## config.mk

```make
export PLATFORM = sky130hd
export DESIGN_NAME = dm_master
export DESIGN_NICKNAME = d
export VERILOG_FILES = /design/src/rtl/dm_master.sv
export SDC_FILE = /design/constraint.sdc
export NUM_CORES = 1
export LEC_CHECK = 0
export CAP_MARGIN = 20
export CORE_MARGIN = 1
export CORE_UTILIZATION = 25
export DETAILED_ROUTE_END_ITERATION = 8
export SYNTH_ARGS = -nofsm -noshare
export SYNTH_HDL_FRONTEND = slang
export SYNTH_SLANG_ARGS = --single-unit
export TNS_END_PERCENT = 20
```

## constraint.sdc

```tcl
create_clock -name CLK_i -period 2.1 [get_ports CLK_i]
set_clock_uncertainty 0.05 [all_clocks]
set_input_delay 0.315 -clock CLK_i [delete_from_list [all_inputs] [get_ports CLK_i]]
set_output_delay 0.315 -clock CLK_i [all_outputs]
set_load 0.01 [all_outputs]
```

## src/rtl/dm_master.sv

```systemverilog
// Data-memory initiator: turns single read/write and multi-word fill/copy
// commands into a registered WR/ADDR/IN_DATA stream for a passive RAM.
module dm_master #(
    parameter int DATA_W = 11,
    parameter int ADDR_W = 11
) (
    input  logic              CLK_i,
    input  logic              RST_n_i,
    input  logic              CMD_VALID_i,
    output logic              CMD_READY_o,
    input  logic [1:0]        CMD_OP_i,
    input  logic [ADDR_W-1:0] CMD_ADDR_i,
    input  logic [ADDR_W-1:0] CMD_SRC_i,
    input  logic [ADDR_W-1:0] CMD_LEN_i,
    input  logic [DATA_W-1:0] CMD_DATA_i,
    output logic              RSP_VALID_o,
    output logic [DATA_W-1:0] RSP_DATA_o,
    output logic              BUSY_o,
    output logic              WR_o,
    output logic [ADDR_W-1:0] ADDR_dm_o,
    output logic [DATA_W-1:0] IN_DATA_o,
    input  logic [DATA_W-1:0] OUT_DATA_i
);

    typedef enum logic [1:0] {
        OP_READ  = 2'b00,
        OP_WRITE = 2'b01,
        OP_FILL  = 2'b10,
        OP_COPY  = 2'b11
    } op_t;

    typedef enum logic [2:0] {
        S_IDLE,
        S_RD,
        S_WR,
        S_FILL,
        S_CP_RD,
        S_CP_WR,
        S_DONE
    } state_t;

    localparam logic [ADDR_W-1:0] ADDR_ZERO = '0;
    localparam logic [ADDR_W-1:0] ADDR_ONE  = ADDR_W'(1);

    state_t              state_q, state_d;
    logic [ADDR_W-1:0]   dst_q, dst_d;
    logic [ADDR_W-1:0]   src_q, src_d;
    logic [ADDR_W-1:0]   cnt_q, cnt_d;
    logic [DATA_W-1:0]   rsp_data_q, rsp_data_d;
    logic                wr_q, wr_d;
    logic [ADDR_W-1:0]   addr_q, addr_d;
    logic [DATA_W-1:0]   in_data_q, in_data_d;

    // RAM-side outputs are computed one cycle ahead and registered, so the
    // access for a state is already on the port while that state is active.
    always_comb begin
        // NOTE: every signal gets its default before the case so no path
        // leaves one unassigned, which would infer a latch.
        state_d    = state_q;
        dst_d      = dst_q;
        src_d      = src_q;
        cnt_d      = cnt_q;
        rsp_data_d = rsp_data_q;
        wr_d       = 1'b0;
        addr_d     = addr_q;
        in_data_d  = in_data_q;

        unique case (state_q)
            S_IDLE: begin
                if (CMD_VALID_i) begin
                    dst_d = CMD_ADDR_i;
                    src_d = CMD_SRC_i;
                    cnt_d = CMD_LEN_i;
                    unique case (op_t'(CMD_OP_i))
                        OP_READ: begin
                            state_d = S_RD;
                            addr_d  = CMD_ADDR_i;
                        end
                        OP_WRITE: begin
                            state_d   = S_WR;
                            addr_d    = CMD_ADDR_i;
                            wr_d      = 1'b1;
                            in_data_d = CMD_DATA_i;
                        end
                        OP_FILL: begin
                            if (CMD_LEN_i == ADDR_ZERO) begin
                                state_d = S_DONE;
                            end else begin
                                state_d   = S_FILL;
                                addr_d    = CMD_ADDR_i;
                                wr_d      = 1'b1;
                                in_data_d = CMD_DATA_i;
                            end
                        end
                        OP_COPY: begin
                            if (CMD_LEN_i == ADDR_ZERO) begin
                                state_d = S_DONE;
                            end else begin
                                state_d = S_CP_RD;
                                addr_d  = CMD_SRC_i;
                            end
                        end
                        default: state_d = S_IDLE;
                    endcase
                end
            end
            S_RD: begin
                rsp_data_d = OUT_DATA_i;
                state_d    = S_DONE;
            end
            S_WR: begin
                rsp_data_d = in_data_q;
                state_d    = S_DONE;
            end
            S_FILL: begin
                cnt_d = cnt_q - ADDR_ONE;
                if (cnt_q == ADDR_ONE) begin
                    rsp_data_d = in_data_q;
                    state_d    = S_DONE;
                end else begin
                    addr_d = addr_q + ADDR_ONE;
                    wr_d   = 1'b1;
                end
            end
            S_CP_RD: begin
                state_d   = S_CP_WR;
                addr_d    = dst_q;
                wr_d      = 1'b1;
                in_data_d = OUT_DATA_i;
            end
            S_CP_WR: begin
                cnt_d = cnt_q - ADDR_ONE;
                src_d = src_q + ADDR_ONE;
                dst_d = dst_q + ADDR_ONE;
                if (cnt_q == ADDR_ONE) begin
                    rsp_data_d = in_data_q;
                    state_d    = S_DONE;
                end else begin
                    state_d = S_CP_RD;
                    addr_d  = src_q + ADDR_ONE;
                end
            end
            S_DONE:  state_d = S_IDLE;
            default: state_d = S_IDLE;
        endcase
    end

    // NOTE: state registers use non-blocking assignments so every flop
    // samples the pre-edge value of the others, independent of block order.
    always_ff @(posedge CLK_i or negedge RST_n_i) begin
        if (!RST_n_i) begin
            state_q    <= S_IDLE;
            dst_q      <= '0;
            src_q      <= '0;
            cnt_q      <= '0;
            rsp_data_q <= '0;
            wr_q       <= 1'b0;
            addr_q     <= '0;
            in_data_q  <= '0;
        end else begin
            state_q    <= state_d;
            dst_q      <= dst_d;
            src_q      <= src_d;
            cnt_q      <= cnt_d;
            rsp_data_q <= rsp_data_d;
            wr_q       <= wr_d;
            addr_q     <= addr_d;
            in_data_q  <= in_data_d;
        end
    end

    assign CMD_READY_o = (state_q == S_IDLE);
    assign BUSY_o      = (state_q != S_IDLE);
    assign RSP_VALID_o = (state_q == S_DONE);
    assign RSP_DATA_o  = rsp_data_q;
    assign WR_o        = wr_q;
    assign ADDR_dm_o   = addr_q;
    assign IN_DATA_o   = in_data_q;

endmodule

```

* After elaboration in Yosys (flattened, before gate mapping)
Index checks and enable logic that the tools add are counted.
Operators by class: $lt $le $gt $ge 0, add/subtract/negate cells 4, shifts and indexed selects 0, $mul 0, bitwise logic cells 0, divide/modulo/power cells 0, reductions and logical operators 18, eq/ne operators 18, muxes and demuxes 31
Operators with widths (number):
- 11-bit two-way mux | 11
- 11-bit one-hot mux with 2 select lines | 5
- 11-bit one-hot mux with 3 select lines | 2
- 11-bit one-hot mux with 4 select lines | 1
- 11-bit by 1-bit adder with 11-bit output (second input constant) | 3
- 3-bit one-hot mux with 5 select lines | 1
- 3-bit one-hot mux with 4 select lines | 1
- 11-bit by 1-bit == test with 1-bit output (second input constant) | 1
- 11-bit logical NOT | 1
- 11-bit by 1-bit subtractor with 11-bit output (second input constant) | 1
- 3-bit == test (second input constant) | 3
- 3-bit two-way mux | 3
- 2-bit inequality test (second input constant) | 4
- 2-bit AND reduction | 4
- 3-bit by 2-bit == test with 1-bit output (second input constant) | 2
- 3-bit inequality test (second input constant) | 2
- 6-bit AND reduction | 1
- 2-bit nonzero test | 3
- 3-bit nonzero test | 2
- 2-bit OR reduction | 3
- 2-bit == test (second input constant) | 2
- 2-bit two-way mux | 2
- 4-bit AND reduction | 1
- 4-bit nonzero test | 1
- 9 further kinds | 11
Storage, ports and cells: memories kept 0, bits in read-only memories 0, input port bits 60, latch bits 0, register bits 70, output and inout port bits 37, RAM bits 0

* Longest topological paths before layout
Gate-level depths: netlist of run 1.
word-level depth 5, gate-level depth with buffers 8

* Worst setup path after synthesis of run 1
Ideal clock, no wire load.
path kind register -> register, from register cnt_q[1], to register rsp_data_q[10], in the netlist RSP_DATA_o[10], cell stages (with the launch flop) 9, slack -98 ps, data arrival time 2022 ps, data required time 1925 ps, path through dfrtp_1 -> inv_1 -> ha_1 -> or3b_2 -> nor3_4 -> o31ai_2 -> nor3_4 -> buf_8 -> mux2_4
Between the ends: longest elaborated chain between the ends 3
RTL lines:
- start: declaration | RTL line 48 | logic [ADDR_W-1:0] cnt_q, cnt_d;
- start signal: assignment | RTL line 164 | cnt_q <= cnt_d;
- 11-bit by 1-bit == test with 1-bit output | RTL line 117, 135
- 2-bit by 1-bit inequality test with 1-bit output (no line)
- 2-bit AND reduction (no line)
- end signal: assignment | RTL line 165 | rsp_data_q <= rsp_data_d;
- end: declaration | RTL line 49 | logic [DATA_W-1:0] rsp_data_q, rsp_data_d;
Every way passes these cells. A chain may end at the register's enable or synchronous reset.

* Worst setup path in the final report of run 1
from register cnt_q[6], to register rsp_data_q[7], in the netlist RSP_DATA_o[7]
Same word-level chain as after synthesis.

==> metrics.md, run 1 <==
| Metric | Value |
|---|---|
| Initial Utilization | 25.7% |
| First-pass GRT wire length | between 20,000 and 25,000 um |
| Max-Cap Viols | 0 |
| Post-route setup TNS | -0.915 ns |
| Root buffer cell | clkbuf_16 |
| Synth Instances | ~500 |
| Syn nets | 570 |
| Power Dens Cells | approximately 1500 nW/um^2 |
| Post-synth ARST share | 100% |
| Clock Path Buffers | 2 |
| VDD IR max | 0.000660 V |
| RSZ-0062 raised after global routing | true |
| Layout cells sized above 1 | 16.5% |
| DRC | 0 |
| Post-synth EDFFs | 0 |
| Yosys warning count | 0 |
| Hold_ws | about 0.44 ns |
| FP Rows | 48 |
| CP startpoint kind | register |
| Multi-input combinational cell area | 2530 um^2 |
| CP endpoint kind | register |
| CTS buffer count | 9 |
| Worst rel slew slack | 53.1% |
| Setup Viol. Count Final | 12 |
| Die W | 136 um |
| Initial antenna violation count | 0 |
| N_diodes | 0 |
| Synthesized area | 4460 um^2 |
| Top post-synthesis cells by area | dfrtp_1 (39%), nor2_1 (4.6%), nand2_1 (4.0%), a21oi_1 (3.6%), mux2i_1 (3.6%) |
| Core Box Area | between 15,000 and 20,000 um^2 |
| Worst Setup Path Type | register to register |
| WL final | 14,600 um |
| Placed instance count | between 800 and 900 |
| Die area | 18,400 um^2 |
| Final Critical Period | ~2.2 ns |
| Via density | slightly above 5 |
| Drt first pass iters | 5 |
| Port bufs | 96 |
| Die height | 136 um |
| Antenna Nets Post-Route | 0 |
| Measured slew at the worst slew-check pin | 0.703 ns |
| DR iter-0 viols | 258 |
| Post-synth top area cell | dfrtp_1 |
| Final Cycle Share | 104% |
| Fin nets | 713 |
| Failing checks | setup timing |
| Worst setup path startpoint | cnt_q[6] |
| Number of fill cells | around 1,700 |
| Final WS setup | -0.0909 ns |
| Area growth syn-to-layout | 44.7% |
| Dpl ws | -0.142 ns |
| Hpwl dp | 11,000 um |
| Register area share after synthesis | around two fifths |
| Synth top area share | about two fifths |
| Clock Pin Slew Worst Setup and Hold Paths | ~0.060 ns |
| Commonest cells post-synth | dfrtp_1 (70), nor2_1 (55), nand2_1 (48) |
| Crit path DAT | about 2.4 ns |
| H-tree depth | 3 |
| CTS tree | done |
| Vias | 4,446 |
| Vias in the first global route | approximately 4,400 |
| Wire per inst | 16.7 um |
| Reg2Reg Setup Slack | -0.09 ns |
| Synth Flop Type | dfrtp_1 |
| Top-level I/O count | 97 |
| Count leader, synth | dfrtp_1 |
| Final hold violations | 0 |
| Leak Pwr | 2.70 nW |
| GRT overflow | 0 |
| Reg area | about 1800 um^2 |
| Status | complete, but fails checks |
| Gr usage total | 16.6% |
| CTS Sinks | 70 |
| Largest net degree at the start of global routing | 71 |
| Final Slew Violations | 0 |
| Fmax | 0.456 GHz |
| Clock Latency Late Sink | around 0.35 ns |
| CP max FO | 6 |
| #FFs+latches synth | 70 |
| HP Class | register to register |
| Layout Cells excl Fill | 874 |
| Post-Syn Area per Cell | between 8 and 9 um^2 |
| Synth cell types | 66 |
| Critical path required time | 2.28 ns |
| Placer Congestion | 0.874 |
| RR Startpoint | cnt_q[6] |
| Hold path start | dst_q[10] |
[layout by cell type (no fill, tap or decap), drive strengths merged, types with 3 or more instances in the layout]
| cell type | netlist | final |
|---|---|---|
| a211oi | 13 | 13 |
| a21oi | 32 | 32 |
| a221o | 3 | 3 |
| a311oi | 7 | 7 |
| a31oi | 4 | 4 |
| and2 | 4 | 4 |
| and3 | 6 | 6 |
| and4 | 3 | 3 |
| buf | 10 | 64 |
| clkbuf | 18 | 11 |
| clkdlybuf4s50 | 0 | 92 |
| dfrtp | 70 | 70 |
| ha | 9 | 9 |
| inv | 20 | 21 |
| mux2 | 25 | 25 |
| mux2i | 16 | 16 |
| nand2 | 48 | 48 |
| nand2b | 3 | 3 |
| nand3 | 16 | 16 |
| nand4 | 5 | 5 |
| nor2 | 55 | 55 |
| nor2b | 4 | 4 |
| nor3 | 14 | 14 |
| nor4 | 3 | 3 |
| o21ai | 39 | 39 |
| o221ai | 3 | 3 |
| o22ai | 14 | 14 |
| o2bb2ai | 3 | 3 |
| o31ai | 6 | 6 |
| or3 | 3 | 3 |
| or4 | 4 | 4 |
| xnor2 | 6 | 6 |
| xor2 | 3 | 3 |
[report_power, final]
part | leakage (nW) | total [mW] | switching, mW | internal [mW]
sequential | 0.784 | 2.62 | 0.621 | 2.00
combinational | 1.76 | 5.64 | 2.86 | 2.78
clock | 0.156 | 1.68 | 0.606 | 1.07
total | 2.70 | 9.93 | 4.08 | 5.85
[registers in the layout (all words and copies together), names as in the netlist]
name and flops:
ADDR_dm_o 11, IN_DATA_o 11, src_q 11, state_q 3, dst_q 11, cnt_q 11, RSP_DATA_o 11, WR_o 1
[per-stage QoR]
stage	instance area [um^2]	utilization (%)	power [mW]
CTS	6440	37.1	9.98
global route	6450	37.2	10.7
floorplan	4460	-	5.81
detailed placement	6080	35.0	8.22
global placement	6080	35.0	8.09
finish	6450	37.2	9.93
[worst max-delay path, cell delays in order, from the launching register on]
cell and delay, ns:
dfrtp_1 0.38, or4_4 0.58, nor3_4 0.23, buf_4 0.15
nor2b_2 0.04, nor3_4 0.15, buf_6 0.18, mux2_4 0.31
[routing by layer]
| layer | GRT usage [%] | up-vias | share of wire, % |
|---|---|---|---|
| li1 | - | 2147 | - |
| met2 | 27.0 | 121 | 48 |
| met3 | 4.53 | 11 | 5.5 |
| met4 | 3.75 | 0 | 1.1 |
| met1 | 21.9 | 2167 | 45 |
| met5 | 0 | - | 0 |
[area by class of cell]
type                    count  area share [%]
inverters                  20            1.16
clock buffers              11            3.76
clock inverters             5            1.26
repair buffers            160            23.1
flip-flops and latches     70            27.2
multi-input cells         383            39.2
well taps                 225            4.36
[logic make-up after synthesis]
kind of cell / count (synthesis) / synth area share (%)
AO/OA/AOI/OAI: 148 / 21.7
XOR/XNOR: 9 / 1.77
adder cells (fa/ha/maj): 9 / 2.53
buffers and inverters: 48 / 4.46
flip-flops: 70 / 39.3
multiplexers: 41 / 10.7
AND/OR/NAND/NOR: 176 / 19.5
[timing repair]
item | in CTS | in global routing
pin swaps | 3 | 0
hold endpoints to repair | 70 | 0
resized for setup | 8 | 4
hold buffers | 1 | 0
buffers inserted | 1 | 0
endpoints found under the setup margin | 14 | 35
[final timing paths]
check / end / cells after the start
hold / removal: dst_q[10] / 1
hold reg to reg: dst_q[10] / 1
max in group asynchronous: state_q[2] / 3
setup / recovery: RSP_DATA_o[7] / 7
min in group asynchronous: src_q[9] / 3
setup reg to reg: RSP_DATA_o[7] / 7
(Power assumes the default switching activity.)
==> run 2: changes to the inputs <==
Settings changed: TNS_END_PERCENT 20 to default.
==> run 2 against run 1 <==
The flow still finishes with violations (setup timing). Register-to-register slack is essentially flat. Wire length increased by 0.48%. Core utilization increased by 0.17 points. Combinational power is 1% higher. Clock-buffer cell count did not move. Critical path depth unchanged. Hold slack hardly changed. Sequential share of layout area is 0.13 points lower. Final area is 0.47% higher. Maximum frequency down 0.18%. Sequential cell count unchanged. Critical path type unchanged.
==> metrics.md, run 2 (same netlist as run 1, synthesis figures left out) <==
| Metric | Value |
|---|---|
| Status | complete, but fails checks |
| Failing checks | setup timing |
| Final Critical Period | 2.19 ns (+0.00404 ns) |
| Fin nets | 714 (+0.14%) |
| Critical path required time | 2.28 ns (about the same) |
| Final Slew Violations | 0 (unchanged) |
| Layout cells sized above 1 | 17.1% (+0.59 points) |
| First-pass GRT wire length | 23,300 um (+0.54%) |
| Worst Setup Path Type | register to register |
| Sw Ratio | 41.1% (about the same) |
| Measured slew at the worst slew-check pin | 0.739 ns (+0.0356 ns) |
| Root buffer cell | clkbuf_16 |
| Reg-to-reg endpoint | RSP_DATA_o[7] |
| CTS Sinks | 70 (unchanged) |
| Core Box Area | 17,400 um^2 (unchanged) |
| Vias in the first global route | 4,414 (+0.96%) |
| Worst rel slew slack | 50.6% (-2.5 points) |
| Wire per inst | 16.8 um (+0.36%) |
| CP startpoint kind | register |
| Crit path DAT | 2.37 ns (about the same) |
| RSZ-0062 raised after global routing | true |
| Reg2Reg Setup Slack | -0.09 ns (about the same) |
| Final hold violations | 0 (unchanged) |
| Net load switching power | 4.11 mW (+0.71%) |
| DR iter-0 viols | 255 (-1.2%) |
| WHS Endpoint | dst_q[10] |
| WL final | 14,700 um (+0.48%) |
| Top-level I/O count | 97 (unchanged) |
| CP endpoint kind | register |
| GRT overflow | 0 (unchanged) |
| Commonest non-fill, non-tap cell in the layout | clkdlybuf4s50_1 |
| Hold depth | 1 (unchanged) |
| RR Startpoint | cnt_q[6] |
| Vias | 4,466 (+0.45%) |
| Leak Pwr | 2.71 nW (+0.33%) |
| Final Cycle Share | 105% (+0.19 points) |
| N_diodes | 0 (unchanged) |
| HP Class | register to register |
| Most frequent cells in the layout | clkdlybuf4s50_1 (92), dfrtp_1 (70), buf_4 (57), nor2_1 (54), nand2_1 (47) |
| Power Dens Cells | 1540 nW/um^2 (+0.18%) |
| Final WS setup | -0.0949 ns (-0.00404 ns) |
| Largest net degree at the start of global routing | 71 (unchanged) |
| Worst R2R Path Depth | 7 (unchanged) |
| Die W | 136 um (unchanged) |
| Fmax | 0.456 GHz (-0.18%) |
| Area growth syn-to-layout | 45.4% |
| Hpwl dp | 11,000 um (unchanged) |
| Antenna Nets Post-Route | 0 (unchanged) |
| Gr usage total | 16.7% (+0.080 points) |
| Placer Congestion | 0.874 (unchanged) |
| DRC | 0 (unchanged) |
| Clock Pin Slew Worst Setup and Hold Paths | 0.06 ns (about the same) |
| Via density | 5.10 (+0.34%) |
| Die area | 18,400 um^2 (unchanged) |
| Combinational power share | 57.0% (+0.2 points) |
| Hold path start | dst_q[10] |
| Port bufs | 96 (unchanged) |
| H-tree depth | 3 (unchanged) |
| Clock Path Buffers | 2 (unchanged) |
| Die height | 136 um (unchanged) |
| CTS tree | done |
| Clock Latency Late Sink | 0.34 ns (about the same) |
| Initial antenna violation count | 0 (unchanged) |
| Int Power | 5.89 mW (+0.61%) |
| Setup Viol. Count Final | 12 (unchanged) |
| Clock share of power | 16.7% (-0.2 points) |
| Sequential share of power | 26.2% (about the same) |
| Fin util | 37.3% (+0.17 points) |
| CTS buffer count | 9 (unchanged) |
| Max-Cap Viols | 0 (unchanged) |
| Hold_ws | 0.441 ns (+0.000315 ns) |
| Initial Utilization | 25.7% (unchanged) |
| FP Rows | 48 (unchanged) |
| Drt first pass iters | 5 (unchanged) |
| VDD IR max | 0.000661 V (+0.12%) |
| CP max FO | 6 (unchanged) |
## run 2: per-stage QoR
step           cell area [um^2]  setup WS [ns]  power, mW  setup TNS, ns  instances
4_1_cts                    6470         -0.103       10.0         -0.988        875
2_1_floorplan              4460        -0.0316       5.81         -0.316        501
6_report                   6480        -0.0949       10.0         -0.906        875
3_5_place_dp               6080         -0.142       8.22          -4.32        856
5_1_grt                    6480         -0.151       10.8          -2.03        875
3_3_place_gp               6080         -0.104       8.09          -3.32        856
## run 2: how the worst max path moves through the flow
stage	to	slack, ns	from
after floorplan	RSP_DATA_o[10]	-0.03	cnt_q[1]
after global placement	ADDR_dm_o[7]	-0.10	CMD_LEN_i[6]
after detailed placement	cnt_q[8]	-0.14	CMD_VALID_i
after CTS	RSP_DATA_o[7]	-0.10	cnt_q[6]
after global routing	RSP_DATA_o[7]	-0.15	cnt_q[6]
final	RSP_DATA_o[7]	-0.09	cnt_q[6]
## run 2: power groups by stage
| stage | Combinational, mW | Sequential (mW) | Clock, mW |
|---|---|---|---|
| 6_report | 5.70 | 2.62 | 1.67 |
| 5_1_grt | 6.24 | 2.72 | 1.79 |
| 4_1_cts | 5.69 | 2.61 | 1.73 |
| 3_5_place_dp | 5.60 | 2.61 | 0 |
| 3_3_place_gp | 5.50 | 2.59 | 0 |
| 2_1_floorplan | 3.19 | 2.62 | 0 |
## run 2: worst max-delay path, stage by stage (launching register included)
cell and delay (ns):
dfrtp_1 0.38, or4_4 0.58, nor3_4 0.23, buf_4 0.15, nor2b_2 0.04, nor3_4 0.15, buf_6 0.18, mux2_4 0.31
## run 2: final cells by class
cell class              count  area [um^2]
fillers                  1724        10900
multi-input cells         383         2550
flip-flops and latches     70         1750
repair buffers            161         1500
well taps                 225          282
clock buffers              11          243
clock inverters             5         81.3
inverters                  20         75.1
## run 2: per-layer routing
layer  up-vias  routed length, um  GRT usage, %
met5         -                  0             0
met4         0                202          4.18
met3        12                755          4.56
met2       114               7010          27.1
met1      2196               6700          21.9
li1       2144                  -             -
## run 2: repair_timing
| action | 4_1_cts | 5_1_grt |
|---|---|---|
| cloned | 0 | 0 |
| pin swaps | 3 | 0 |
| setup buffers | 2 | 0 |
| endpoints found under the hold margin | 70 | 0 |
| gates resized for setup | 12 | 5 |
| endpoints found under the setup margin | 14 | 35 |
| hold buffers | 1 | 0 |
==> run 3: changes to the inputs <==
Settings changed: SKIP_CTS_REPAIR_TIMING from default to 1.
==> run 3 against run 2 <==
Clock-buffer cell count stayed put. Worst setup slack worse by 0.018 ns. The run still ends with setup timing left. Sequential cell count stayed put. Clock power hardly changed. Non-clock buffer count is 1 higher. Sequential share of layout area hardly changed. Final area is 0.14% higher. Sequential power hardly changed. Wire length is 0.20% higher. Total power is 0.12% higher. Global-route usage is 0.080 points lower.
==> metrics.md, run 3 (same netlist as run 1, synthesis figures left out) <==
| Metric | Value |
|---|---|
| Status | complete, but fails checks |
| Failing checks | setup timing |
| Via density | 5.16 (+1.2%) |
| Initial antenna violation count | 0 (unchanged) |
| Antenna Nets Post-Route | 0 (unchanged) |
| Vias | 4,524 (+1.3%) |
| Critical path required time | 2.28 ns (about the same) |
| Largest net degree at the start of global routing | 71 (unchanged) |
| Fmax | 0.452 GHz (-0.81%) |
| Gr usage total | 16.6% (-0.080 points) |
| Die area | 18,400 um^2 (unchanged) |
| CTS Sinks | 70 (unchanged) |
| Area growth syn-to-layout | 45.6% |
| Die height | 136 um (unchanged) |
| Final Cycle Share | 105% (+0.85 points) |
| DRC | 0 (unchanged) |
| Root buffer cell | clkbuf_16 |
| Hpwl dp | 11,000 um (unchanged) |
| Final hold violations | 0 (unchanged) |
| Drt first pass iters | 4 (-1) |
| Finished Cell Area | 6490 um^2 (+0.14%) |
| Setup Viol. Count Final | 12 (unchanged) |
| Final Slew Violations | 0 (unchanged) |
| Commonest non-fill, non-tap cell in the layout | clkdlybuf4s50_1 |
| CP max FO | 5 (-1) |
| DR iter-0 viols | 276 (+8.2%) |
| First-pass GRT wire length | 23,200 um (-0.50%) |
| Dpl ws | -0.142 ns (unchanged) |
| Hold_ws | 0.441 ns (-0.000115 ns) |
| CP startpoint kind | register |
| Worst Setup Path Type | register to register |
| Top-level I/O count | 97 (unchanged) |
| RSZ-0062 raised after global routing | true |
| Placer Congestion | 0.874 (unchanged) |
| Layout cells sized above 1 | 16.9% (-0.18 points) |
| Leak Pwr | 2.72 nW (+0.65%) |
| Design Power | 10.0 mW (+0.12%) |
| H-tree depth | 3 (unchanged) |
| Worst rel slew slack | 52.2% (+1.7 points) |
| Vias in the first global route | 4,373 (-0.93%) |
| Die W | 136 um (unchanged) |
| Crit path DAT | 2.39 ns (+0.02 ns) |
| HP Class | register to register |
| WL final | 14,700 um (+0.20%) |
| Measured slew at the worst slew-check pin | 0.714 ns (-0.0247 ns) |
| Wire per inst | 16.8 um (about the same) |
| FP Rows | 48 (unchanged) |
| DP Area | 6080 um^2 (unchanged) |
| Final Critical Period | 2.21 ns (+0.0179 ns) |
| Core Box Area | 17,400 um^2 (unchanged) |
| VDD IR max | 0.000666 V (+0.87%) |
| Post-route setup TNS | -1.07 ns (-0.160 ns) |
| Clock Pin Slew Worst Setup and Hold Paths | 0.06 ns (about the same) |
| Port bufs | 96 (unchanged) |
| Power Dens Cells | 1540 nW/um^2 (about the same) |
| Most frequent cells in the layout | clkdlybuf4s50_1 (92), dfrtp_1 (70), buf_4 (57), nor2_1 (55), nand2_1 (47) |
| CTS tree | done |
| Clock Latency Late Sink | 0.35 ns (about the same) |
| GRT overflow | 0 (unchanged) |
| CP endpoint kind | register |
| Max-Cap Viols | 0 (unchanged) |
| Fin nets | 715 (+0.14%) |
| CTS buffer count | 9 (unchanged) |
| Initial Utilization | 25.7% (unchanged) |
| Final WS setup | -0.113 ns (-0.0179 ns) |
| Clock Path Buffers | 2 (unchanged) |
| N_diodes | 0 (unchanged) |
[run 3: cell type report]
cell class | instances | area (um^2)
Sequential cell | 70 | 1750
Inverter | 20 | 75.1
Tap cell | 225 | 282
Clock inverter | 5 | 81.3
Clock buffer | 11 | 243
Multi-Input combinational cell | 383 | 2540
Fill cell | 1728 | 10900
Timing Repair Buffer | 162 | 1520
[run 3: power by group]
part / internal (mW) / switching [mW] / total, mW
clock: 1.07 / 0.601 / 1.68
sequential: 2.00 / 0.623 / 2.62
combinational: 2.83 / 2.89 / 5.72
[run 3: critical path, cell delays in order, from the launching register on]
cell and delay [ns]:
dfrtp_1 0.38, or4_4 0.58, nor3_4 0.25, buf_4 0.15, nor2b_2 0.04, nor3_4 0.15
buf_6 0.16, mux2_2 0.33
[run 3: routing by layer]
metal  global-route usage [%]  vias to the layer above  routed length (um)
met3                     4.53                       12                 753
met4                     3.75                        0                 161
li1                         -                     2149                   -
met5                        0                        -                   0
met2                     27.0                      131                7080
met1                     21.8                     2232                6700
[run 3: per-stage QoR]
| stage | cells | util [%] |
|---|---|---|
| 3_3_place_gp | 856 | 35.0 |
| 6_report | 876 | 37.4 |
| 5_1_grt | 876 | 37.4 |
| 3_5_place_dp | 856 | 35.0 |
| 4_1_cts | 872 | 36.9 |
| 2_1_floorplan | 501 | - |
[run 3: path summary, 6_finish.rpt]
check / start / endpoint / slack, ns / cells past startpoint
min in group asynchronous: RST_n_i / src_q[9] / 0.45 / 3
max in group asynchronous: RST_n_i / state_q[2] / 1.19 / 3
hold reg to reg: dst_q[10] / dst_q[10] / 0.44 / 1
setup reg to reg: cnt_q[6] / RSP_DATA_o[0] / -0.11 / 7
hold / removal: dst_q[10] / dst_q[10] / 0.44 / 1
setup / recovery: cnt_q[6] / RSP_DATA_o[0] / -0.11 / 7
